$ cat src/rtl/dm_result_checker_cycle_counter.sv
// 64-bit run-time counter for the result checker: counts while not frozen
// and flags the last cycle before the timeout limit.
module chk_cycle_counter #(
  parameter longint unsigned MAX_CYCLES = 100000
) (
  input  logic        clk,
  input  logic        rst_n,
  input  logic        freeze_i,
  output logic [63:0] cnt_o,
  output logic        limit_o
);

  logic [63:0] cnt_q;

  // Count every unfrozen cycle since reset release.
  always_ff @(posedge clk or negedge rst_n) begin
    if (!rst_n) begin
      cnt_q <= '0;
    end else if (!freeze_i) begin
      cnt_q <= cnt_q + 64'd1;
    end
  end

  assign cnt_o   = cnt_q;
  assign limit_o = (cnt_q == 64'(MAX_CYCLES - 1));

endmodule

$ cat config.mk
export PLATFORM = sky130hd
export DESIGN_NAME = chk_cycle_counter
export DESIGN_NICKNAME = d
export VERILOG_FILES = /design/src/rtl/dm_result_checker_cycle_counter.sv
export SDC_FILE = /design/constraint.sdc
export NUM_CORES = 1
export LEC_CHECK = 0
export ABC_AREA = 1
export BUFFER_PORTS_ARGS = -buffer_cell sky130_fd_sc_hd__buf_2
export CAP_MARGIN = 15
export CORE_MARGIN = 10
export CORE_UTILIZATION = 50
export CTS_CLUSTER_DIAMETER = 150
export DETAILED_ROUTE_END_ITERATION = 8
export PLACE_DENSITY = 0.72
export SLEW_MARGIN = 40
export SYNTH_ARGS = -nofsm -noshare
export SYNTH_HDL_FRONTEND = slang
export SYNTH_SLANG_ARGS = --single-unit
$ cat constraint.sdc
create_clock -name clk -period 3.2 [get_ports clk]
set_clock_uncertainty 0.15 [all_clocks]
set_input_delay 0.8 -clock clk [delete_from_list [all_inputs] [get_ports clk]]
set_output_delay 0.8 -clock clk [all_outputs]
set_load 0.1 [all_outputs]
==> results.cfg <==
[placement]
post_dp_cell_area_mm2 = 0.004467
post-place-ws_ps = 409.5
gp_congestion = 0.9159
port_buffers = 67
hpwl_um = 9606

[sta]
rsz0062_at_grt = false
finalMaxSlewViolations = 0
setup-violations-final = 0
tns_ps = 0
worst_pin_slew_ps = 515.8
period_share = 0.9535
fin_crit_ps = 3051
max-slew-margin-rel = 0.6561
finalWorstSetupSlack_ps = 148.9
max_clock_freq_mhz = 327.7
hold_viol = 0

[clock_tree]
clk_latency_ps = 350
ctsRootBufferMaster = clkbuf_8
numCtsBuffers = 9
cts_tree = done
post_cts.repair.setup_buffers = 0
cts_resized = 0
clock_sinks = 64
cts.clk_slew.worst_paths_ps = 80
cts_hold_buffers = 0
htreeDepth = 3
cts_buffer_depth = 2

[die]
initial_core_util = 0.5152
ios = 68
core_mm2 = 0.007727
die-area_mm2 = 0.01193
fp-row-count = 32
die_y_um = 109.2
die_x_um = 109.2

[worst_setup_path]
crit_path_max_fanout = 5
worstPathRequired_ps = 2250
worst-setup-path-type = register to output port
timing.rr.end = cnt_o[46]
worstReg2RegStart = cnt_o[24]
worst-r2r-setup-slack_ps = 1260
critPathCaptureType = output port
cp-start-kind = register
ff2ff_path_depth = 7
arrival_ps = 2100

[grt]
grt_pass1_vias = 3755
grtUsageTotal = 0.2126
antenna_found_initial = 0
overflow = 0
grt_max_degree = 33
grt_pass1_wl_um = 19680

[power_and_ir_drop]
max-vdd-ir-drop_mv = 0.8446
leakage_nw = 2.329
powerDensity_mw_per_mm2 = 482.1
power.net_switching_mw = 0.8601
internal_power_mw = 1.405
pwr-share-comb = 0.234
pwr-share-seq = 0.406
clkPwrFrac = 0.360
switching_share = 0.3796

[drt]
first_iter_violations = 262
drc = 0
wl_met1_um = 5405
wl_um = 12040
wl_met2_um = 5486
wl_per_cell_um = 16.56
first_pass_iters = 5
dr_total_vias = 3792
topRoutingLayerUsed = met4
drtAntennaViolNets = 0
wl_met3_um = 818
detail_route.vias_per_cell = 5.216

[final_layout]
n_antenna_cell = 0
multi_input_area_mm2 = 0.002183
area_growth_pct = 18.04
largest_reg_flops = 64
design_area_mm2 = 0.004700
register_area_mm2 = 0.001604
nNetsFinal = 624
fin_util = 0.6082
layout-drive-gt1-share = 0.1984
n_fill_cell = 713

[yosys]
synth_edf_count = 0
synth.avg_cell_area_um2 = 7.346
synthesis.nets = 546
synth_most_common_cell = nand2_1
synthCells = 542
synthTopCellsByArea = dfrtp_1 (40%), nand2_1 (17%), nor2_1 (8.6%), inv_1 (4.6%), xor2_1 (4.6%)
ys_ff_latch = 64
seq_area_frac_synth = 0.4023
yosys.area.top_type_share = 0.4023
async_flop_share = 1.000
ys_types = 28
synth_flop_cell = dfrtp_1
synth_top_cell_by_area = dfrtp_1
yosys_warnings = 0
syn_area_mm2 = 0.003981
ys_top_cells_by_count = nand2_1 (177), nor2_1 (91), dfrtp_1 (64), inv_1 (49), nand3_1 (25)

[run]
drv_cap = 0

[outcome]
outcome = complete, no violations

[hold_path]
hold_class = input port to async pin
area by class of cell:
type,count,share of cell area
clock buffer,10,0.02929
inverter,50,0.04020
timing repair buffer,69,0.07774
tap,102,0.02716
sequential,64,0.3413
clock inverter,6,0.01970
multi-input combinational,426,0.4646
layer usage:
| metal | up-vias | global-route usage |
|---|---|---|
| met1 | 1762 | 0.2880 |
| li1 | 1870 | - |
| met4 | 0 | 0.09387 |
| met3 | 26 | 0.03835 |
| met2 | 134 | 0.3256 |
| met5 | - | 0 |
kinds of logic after synthesis:
logic type / after synthesis / share of synthesized area
AOI/OAI and AO/OA: 4 / 0.005026
xor gates and xnor gates: 39 / 0.08768
adders and majority gates: 1 / 0.003142
buffers and inverters: 52 / 0.05122
DFF: 64 / 0.4023
and+or+nand+nor: 382 / 0.4507
critical path, cell delays in order (launching register included):
cell and delay (ps):
dfrtp_2 410, ha_1 230, inv_1 60, nor2_1 170
nand2_1 70, nor3_1 220, nand2_1 170, nor2_4 120
buf_4 290
worst max-delay path by stage:
stage | slack, ps | from | to
3_5_place_dp | 410 | cnt_o[0] | limit_o
4_1_cts | 40 | cnt_o[0] | limit_o
2_1_floorplan | 100 | cnt_o[2] | limit_o
5_1_grt | 6 | cnt_o[0] | limit_o
6_report | 150 | cnt_o[0] | limit_o
3_3_place_gp | 480 | cnt_o[0] | limit_o
cell usage in the layout, fill, tap and decap left out, drive strengths merged:
cell type and n:
nand2 187, nor2 109, buf 69, dfrtp 64, inv 49, nand3 28, xor2 22, xnor2 17
nand3b 16, nand4 13, nor4 12, nor3 12, clkbuf 10, and2 4, o21ai 4, clkinv 3
clkinvlp 2, bufinv 2, and2b 1, ha 1
through the flow:
stage / instances / hold slack, ps / total power [mW]
after floorplan: 542 / 354.4 / 1.363
after global placement: 711 / 325.9 / 1.462
after detailed placement: 711 / 339.1 / 1.470
after CTS: 727 / 271.2 / 2.276
after global routing: 727 / 282.7 / 2.341
final: 727 / 260.5 / 2.266
power by group through the flow:
stage          Clock (mW)  Sequential, mW  Combinational, mW
2_1_floorplan           0            1.24              0.121
4_1_cts             0.819           0.921              0.536
3_5_place_dp            0           0.936              0.534
3_3_place_gp            0           0.932              0.530
6_report            0.816           0.920              0.530
5_1_grt             0.852           0.929              0.560
(Power assumes the default switching activity.)
